**src/rtl/ps2_host_cmd_ctrl.sv**
```systemverilog
// PS/2 host-to-keyboard command sequencer: inhibit/RTS handshake, bit shifting on
// keyboard clock edges, line-ack check, and FA/FE reply handling with resend.
module ps2_host_cmd_ctrl #(
    parameter int unsigned INHIBIT_CYC     = 10000,
    parameter int unsigned BIT_TIMEOUT_CYC = 200000,
    parameter int unsigned ACK_TIMEOUT_CYC = 2000000,
    parameter int unsigned MAX_RETRY       = 3
) (
    input  logic       clk_100mhz,
    input  logic       rst_n,
    input  logic       ps2_c_in,
    input  logic       ps2_d_in,
    output logic       ps2_c_oe,
    output logic       ps2_d_oe,
    input  logic       cmd_valid,
    output logic       cmd_ready,
    input  logic [7:0] cmd_byte,
    input  logic       cmd_has_arg,
    input  logic [7:0] arg_byte,
    input  logic       rx_valid,
    input  logic [7:0] rx_data,
    output logic       busy,
    output logic       done,
    output logic       err,
    output logic [1:0] err_code
);

    localparam int unsigned RW = (MAX_RETRY < 1) ? 1 : $clog2(MAX_RETRY + 1);

    localparam logic [3:0] StIdle      = 4'd0;
    localparam logic [3:0] StInhibit   = 4'd1;
    localparam logic [3:0] StRts       = 4'd2;
    localparam logic [3:0] StTx        = 4'd3;
    localparam logic [3:0] StLack      = 4'd4;
    localparam logic [3:0] StWaitClkHi = 4'd5;
    localparam logic [3:0] StReply     = 4'd6;
    localparam logic [3:0] StDone      = 4'd7;
    localparam logic [3:0] StErr       = 4'd8;

    logic [3:0]    state_q, state_d;
    logic [31:0]   timer_q, timer_d;
    logic [3:0]    bit_idx_q, bit_idx_d;
    logic [7:0]    byte_q, byte_d;
    logic [7:0]    arg_q, arg_d;
    logic          has_arg_q, has_arg_d;
    logic          first_q, first_d;
    logic [RW-1:0] retry_q, retry_d;
    logic [1:0]    err_code_q, err_code_d;
    logic          c_oe_q, c_oe_d;
    logic          d_oe_q, d_oe_d;
    logic          busy_q, busy_d;
    logic          done_q, err_q;

    logic [3:0] c_sh_q, d_sh_q;
    logic       c_filt_q, c_filt_d;
    logic       d_filt_q, d_filt_d;
    logic       c_prev_q;
    logic       c_fall;

    // Glitch filter doubles as the pad synchroniser; value only moves on 4 agreeing samples.
    always_comb begin
        c_filt_d = c_filt_q;
        if (c_sh_q == 4'hF) c_filt_d = 1'b1;
        else if (c_sh_q == 4'h0) c_filt_d = 1'b0;
        d_filt_d = d_filt_q;
        if (d_sh_q == 4'hF) d_filt_d = 1'b1;
        else if (d_sh_q == 4'h0) d_filt_d = 1'b0;
    end

    assign c_fall = c_prev_q & ~c_filt_q;

    always_comb begin
        state_d    = state_q;
        timer_d    = timer_q + 32'd1;
        bit_idx_d  = bit_idx_q;
        byte_d     = byte_q;
        arg_d      = arg_q;
        has_arg_d  = has_arg_q;
        first_d    = first_q;
        retry_d    = retry_q;
        err_code_d = err_code_q;
        case (state_q)
            StIdle: begin
                if (cmd_valid) begin
                    state_d    = StInhibit;
                    byte_d     = cmd_byte;
                    arg_d      = arg_byte;
                    has_arg_d  = cmd_has_arg;
                    first_d    = 1'b1;
                    retry_d    = '0;
                    err_code_d = 2'b00;
                end
            end
            StInhibit: begin
                if (timer_q == INHIBIT_CYC - 1) state_d = StRts;
            end
            StRts: begin
                state_d   = StTx;
                bit_idx_d = 4'd0;
            end
            StTx: begin
                if (c_fall) begin
                    timer_d   = '0;
                    bit_idx_d = bit_idx_q + 4'd1;
                    if (bit_idx_q == 4'd9) state_d = StLack;
                end else if (timer_q == BIT_TIMEOUT_CYC - 1) begin
                    state_d    = StErr;
                    err_code_d = 2'b01;
                end
            end
            StLack: begin
                if (c_fall) begin
                    if (!d_filt_q) begin
                        state_d = StWaitClkHi;
                    end else begin
                        state_d    = StErr;
                        err_code_d = 2'b10;
                    end
                end else if (timer_q == BIT_TIMEOUT_CYC - 1) begin
                    state_d    = StErr;
                    err_code_d = 2'b01;
                end
            end
            StWaitClkHi: begin
                if (c_filt_q) state_d = StReply;
            end
            StReply: begin
                if (rx_valid && rx_data == 8'hFA) begin
                    if (first_q && has_arg_q) begin
                        byte_d  = arg_q;
                        first_d = 1'b0;
                        retry_d = '0;
                        state_d = StInhibit;
                    end else begin
                        state_d = StDone;
                    end
                end else if (rx_valid && rx_data == 8'hFE) begin
                    if (retry_q < RW'(MAX_RETRY)) begin
                        retry_d = retry_q + RW'(1);
                        state_d = StInhibit;
                    end else begin
                        state_d    = StErr;
                        err_code_d = 2'b11;
                    end
                end else if (timer_q == ACK_TIMEOUT_CYC - 1) begin
                    state_d    = StErr;
                    err_code_d = 2'b11;
                end
            end
            StDone, StErr: state_d = StIdle;
            default:       state_d = StIdle;
        endcase
        // Every state's timer counts from its own entry.
        if (state_d != state_q) timer_d = '0;
    end

    // Pad drives are registered from next state so they never glitch.
    always_comb begin
        c_oe_d = (state_d == StInhibit) || (state_d == StRts);
        d_oe_d = 1'b0;
        if (state_d == StRts) begin
            d_oe_d = 1'b1;
        end else if (state_d == StTx) begin
            if (state_q != StTx) d_oe_d = 1'b1;
            else if (c_fall) d_oe_d = (bit_idx_q < 4'd8) ? ~byte_q[bit_idx_q[2:0]] : ^byte_q;
            else d_oe_d = d_oe_q;
        end
        busy_d = !(state_d inside {StIdle, StDone, StErr});
    end

    always_ff @(posedge clk_100mhz or negedge rst_n) begin
        if (!rst_n) begin
            state_q    <= StIdle;
            timer_q    <= '0;
            bit_idx_q  <= '0;
            byte_q     <= '0;
            arg_q      <= '0;
            has_arg_q  <= 1'b0;
            first_q    <= 1'b0;
            retry_q    <= '0;
            err_code_q <= 2'b00;
            c_oe_q     <= 1'b0;
            d_oe_q     <= 1'b0;
            busy_q     <= 1'b0;
            done_q     <= 1'b0;
            err_q      <= 1'b0;
            c_sh_q     <= 4'hF;
            d_sh_q     <= 4'hF;
            c_filt_q   <= 1'b1;
            d_filt_q   <= 1'b1;
            c_prev_q   <= 1'b1;
        end else begin
            state_q    <= state_d;
            timer_q    <= timer_d;
            bit_idx_q  <= bit_idx_d;
            byte_q     <= byte_d;
            arg_q      <= arg_d;
            has_arg_q  <= has_arg_d;
            first_q    <= first_d;
            retry_q    <= retry_d;
            err_code_q <= err_code_d;
            c_oe_q     <= c_oe_d;
            d_oe_q     <= d_oe_d;
            busy_q     <= busy_d;
            done_q     <= (state_d == StDone);
            err_q      <= (state_d == StErr);
            c_sh_q     <= {c_sh_q[2:0], ps2_c_in};
            d_sh_q     <= {d_sh_q[2:0], ps2_d_in};
            c_filt_q   <= c_filt_d;
            d_filt_q   <= d_filt_d;
            c_prev_q   <= c_filt_q;
        end
    end

    assign ps2_c_oe  = c_oe_q;
    assign ps2_d_oe  = d_oe_q;
    assign cmd_ready = (state_q == StIdle);
    assign busy      = busy_q;
    assign done      = done_q;
    assign err       = err_q;
    assign err_code  = err_code_q;

endmodule
```
**config.mk**
```make
export PLATFORM = sky130hd
export DESIGN_NAME = ps2_host_cmd_ctrl
export DESIGN_NICKNAME = d
export VERILOG_FILES = /design/src/rtl/ps2_host_cmd_ctrl.sv
export SDC_FILE = /design/constraint.sdc
export NUM_CORES = 1
export LEC_CHECK = 0
export CAP_MARGIN = 10
export CORE_AREA = 2 2 103 105
export CTS_CLUSTER_SIZE = 16
export DETAILED_ROUTE_END_ITERATION = 6
export DIE_AREA = 0 0 105 107
export PLACE_DENSITY = 0.71
export SLEW_MARGIN = 10
export SYNTH_ARGS = -nofsm -noshare
export SYNTH_HDL_FRONTEND = slang
export SYNTH_SLANG_ARGS = --single-unit
export TNS_END_PERCENT = 30
```
**constraint.sdc**
```tcl
create_clock -name clk_100mhz -period 3.1 [get_ports clk_100mhz]
set_clock_uncertainty 0.1 [all_clocks]
set_input_delay 0.31 -clock clk_100mhz [delete_from_list [all_inputs] [get_ports clk_100mhz]]
set_output_delay 0.31 -clock clk_100mhz [all_outputs]
set_load 0.05 [all_outputs]
```
==> flow_metrics.py <==
metrics = {
    "outcome": {
        "status": "finished, violations left",
        "violations": "hold timing",
    },
    "yosys": {
        "synth_top_flop_cell": "dfrtp_1",
        "synthAdderAreaFrac_pct": 1.117,
        "ys_ff_latch": 78,
        "synthXorXnorAreaFrac_pct": 7.821,
        "synth_fp_nets": 449,
        "synth.area.mux_share_pct": 5.615,
        "yosysWarnings": 0,
        "synth_edf_count": 0,
        "yosysSeqAreaShare_pct": 43.88,
        "synth_top_family_by_area": "simple AND/OR/NAND/NOR gates",
        "synth_area_sq_mm": 0.004479,
        "synth-compound-area-share_pct": 9.944,
        "synthCells": 414,
        "synth.distinct_cells": 67,
        "synthSimpleGateAreaFrac_pct": 27.96,
        "syn_area_per_cell_sq_um": 10.82,
        "synthArstFlopShare_pct": 100.0,
    },
    "critical_path": {
        "crit_fanout": 9,
        "timing.critical_path.mode_cell": "or4_4",
        "crit_type": "register to register",
        "cp_data_required_time_ns": 3.26,
        "arrival_ns": 3.11,
        "slowest_stage": "or4_4",
        "cp_cell_sequence": "or4_4 > or4_4 > a22oi_4 > o2111ai_4 > mux2_4 > buf_12 > nor4b_1",
        "critPathLaunchType": "register",
        "cp-end-kind": "register",
        "max_stage_delay_ns": 0.57,
    },
    "floorplan": {
        "start_util_pct": 44.38,
        "floorplan.rows": 37,
        "coreArea_sq_mm": 0.01009,
        "fp.dieW_um": 105,
        "die_area_sq_mm": 0.01124,
        "die_h_um": 107,
        "ios": 39,
    },
    "detailed_routing": {
        "drc": 0,
        "vias": 3404,
        "drtAntennaViolNets": 0,
        "wl_met3_um": 352,
        "dr.first_iter.drc_count": 119,
        "wl_met2_um": 4461,
        "top_layer": "met4",
        "drt_wl_total_um": 9525,
        "wire_per_inst_um": 15.85,
        "wl_met1_um": 4480,
        "via_per_inst": 5.664,
        "drt_first_pass_iters": 4,
    },
    "pwr": {
        "leakagePower_nw": 2.070,
        "ir_drop_uv": 216.0,
        "powerDensity_mw_per_mm2": 414.3,
        "total_power_mw": 2.194,
    },
    "global_route": {
        "grt_max_degree": 79,
        "grt_pass1_wl_um": 16350,
        "antenna_found_initial": 0,
        "grt_usage_pct": 18.15,
        "grt_pass1_vias": 3372,
        "grt-ovfl-total": 0,
    },
    "layout": {
        "drive_above_1_share_pct": 22.37,
        "utilization_pct": 52.48,
        "final_nets": 495,
        "final_cell_mix": "67 x dfrtp_1, 37 x clkdlybuf4s50_1, 34 x nand2_1",
        "final_cell_area_sq_mm": 0.005296,
        "final_common_cell": "dfrtp_1",
        "area_delta_synth_final_pct": 18.24,
        "diodes": 0,
    },
    "timing": {
        "final-setup-viol-count": 0,
        "hold_violations": 19,
        "fin_hold_ws_ns": -0.03631,
        "drv_slew": 0,
        "timing.final.ws_setup_ns": 0.1519,
        "worstMarginPinSlew_ns": 0.9667,
        "rsz0062_at_grt": "false",
        "period_needed_ns": 2.948,
        "fin_crit_sh_pct": 95.10,
        "clock.fmax_mhz": 339.2,
        "fin_setup_tns_ns": 0,
        "slew_headroom_pct": 35.55,
    },
    "cts": {
        "cts.sinks": 78,
        "path_clk_slew_ns": 0.10,
        "cts_root_buffer": "clkbuf_8",
        "clock_latency_ns": 0.37,
        "cts_resized": 0,
        "cts_buffers": 9,
        "ctsLongestPathBuffers": 2,
        "cts_setup_buffers": 0,
        "htree_levels": 3,
        "postCtsHoldBufs": 0,
        "cts_tree": "done",
    },
    "place": {
        "place_area_sq_mm": 0.005096,
        "dp_hpwl_um": 6756,
        "routabilityCongestion": 0.9197,
        "placement.io_buffers": 38,
        "pre_cts_ws_ns": 0.1293,
    },
    "run": {
        "drv_cap": 0,
    },
    "worst_hold_path": {
        "hold_class": "input port to asynchronous set/reset pin",
    },
}
## sequential cells by signal, summed over array words and instances, names as in the netlist
register,flops
arg_q,8
c_filt_q,1
first_q,1
d_filt_q,1
timer_q,32
ps2_d_oe,1
c_sh_q,4
byte_q,8
has_arg_q,1
done,1
bit_idx_q,4
c_prev_q,1
state_q,4
d_sh_q,4
busy,1
err_code,2
ps2_c_oe,1
err,1
retry_q,2
## metal layers
metal | track usage (%) | up-vias
met5 | 0 | -
met4 | 6.667 | 0
li1 | - | 1634
met2 | 28.53 | 67
met3 | 4.195 | 24
met1 | 24.57 | 1679
## power by group
| part | switching, mW | internal (mW) | leakage [nW] | total (mW) |
|---|---|---|---|---|
| registers | 0.0808 | 1.10 | 0.995 | 1.18 |
| clock network | 0.419 | 0.308 | 0.0931 | 0.728 |
| logic | 0.129 | 0.156 | 0.982 | 0.285 |
| total | 0.630 | 1.56 | 2.07 | 2.19 |
## final cells by class
type                       instances  area, sq um
clock buffer                       9        123.9
clock inverter                     7        62.56
fill                             925         4796
inverter                           8        30.03
multi-input combinational        307         2381
sequential                        78         1966
tap                              136        170.2
timing repair buffer              56        563.0
## through the flow
step,hold WS (ns),instances
after global routing,0.05342,601
final,-0.03631,601
after floorplan,-0.08559,414
after global placement,0.2553,585
after detailed placement,0.2594,585
after CTS,0.008395,601
## worst max-delay path, delay by kind of cell, from the launching register on
kind | cells | cell delay [ns]
buf+inv | 1 | 0.15
flops | 1 | 0.44
compound gates | 2 | 0.38
simple gates | 3 | 1.43
mux | 1 | 0.35
## cell families (layout without fill, tap and decap cells)
| group | after synthesis | after routing |
|---|---|---|
| AND/OR/NAND/NOR | 180 | 180 |
| flip-flops | 78 | 78 |
| AO/OA/AOI/OAI | 62 | 62 |
| XOR/XNOR | 40 | 40 |
| buffers and inverters | 29 | 80 |
| multiplexers | 21 | 21 |
| adder cells (fa/ha/maj) | 4 | 4 |
## worst paths after layout
kind                            slack (ns)         from         end  cells past startpoint
max in group asynchronous             2.28        rst_n  state_q[1]                      1
worst min-delay path                 -0.04        rst_n    arg_q[0]                      1
worst min register to register        0.26    c_sh_q[1]   c_sh_q[2]                      0
min in group clk_100mhz               0.25     ps2_d_in   d_sh_q[0]                      1
worst max register to register        0.15  timer_q[14]  timer_q[4]                      7
worst max-delay path                  0.15  timer_q[14]  timer_q[4]                      7
## cells in the mapped netlist (2+ instances only)
| library cell | count | share of area (%) |
|---|---|---|
| dfrtp_1 | 67 | 37 |
| nand2_1 | 34 | 2.8 |
| nor4_2 | 28 | 7.8 |
| xnor2_1 | 23 | 4.5 |
| nor2_1 | 22 | 1.8 |
| o21ai_0 | 17 | 1.9 |
| xor2_1 | 17 | 3.3 |
| nand4_1 | 14 | 2.0 |
| a21oi_1 | 13 | 1.5 |
| nand3_1 | 12 | 1.3 |
| clkbuf_1 | 11 | 0.92 |
| dfstp_2 | 11 | 6.5 |
| mux2_2 | 9 | 2.3 |
| mux2i_1 | 9 | 2.0 |
| nor3_1 | 9 | 1.0 |
| inv_1 | 8 | 0.67 |
| and3_1 | 7 | 0.98 |
| buf_6 | 6 | 1.5 |
| nand4b_1 | 5 | 0.98 |
| nor4_1 | 5 | 0.70 |
| or4_1 | 5 | 0.84 |
| a31oi_1 | 4 | 0.56 |
| ha_1 | 4 | 1.1 |
| nand3b_1 | 4 | 0.67 |
| nor2b_1 | 4 | 0.56 |
| nor4b_1 | 4 | 0.78 |
| or3_1 | 4 | 0.56 |
| buf_2 | 3 | 0.34 |
| nor4b_2 | 3 | 1.0 |
| o211a_1 | 3 | 0.67 |
| o31ai_1 | 3 | 0.50 |
| a211oi_1 | 2 | 0.34 |
| a21o_1 | 2 | 0.34 |
| and2_1 | 2 | 0.28 |
| mux4_2 | 2 | 1.0 |
| nand4bb_1 | 2 | 0.50 |
| nor3b_1 | 2 | 0.34 |
| o211ai_1 | 2 | 0.34 |
| o32ai_1 | 2 | 0.39 |
| or2_2 | 2 | 0.28 |
| or4_4 | 2 | 0.50 |
Note: power is estimated with default switching activity, not from simulation.
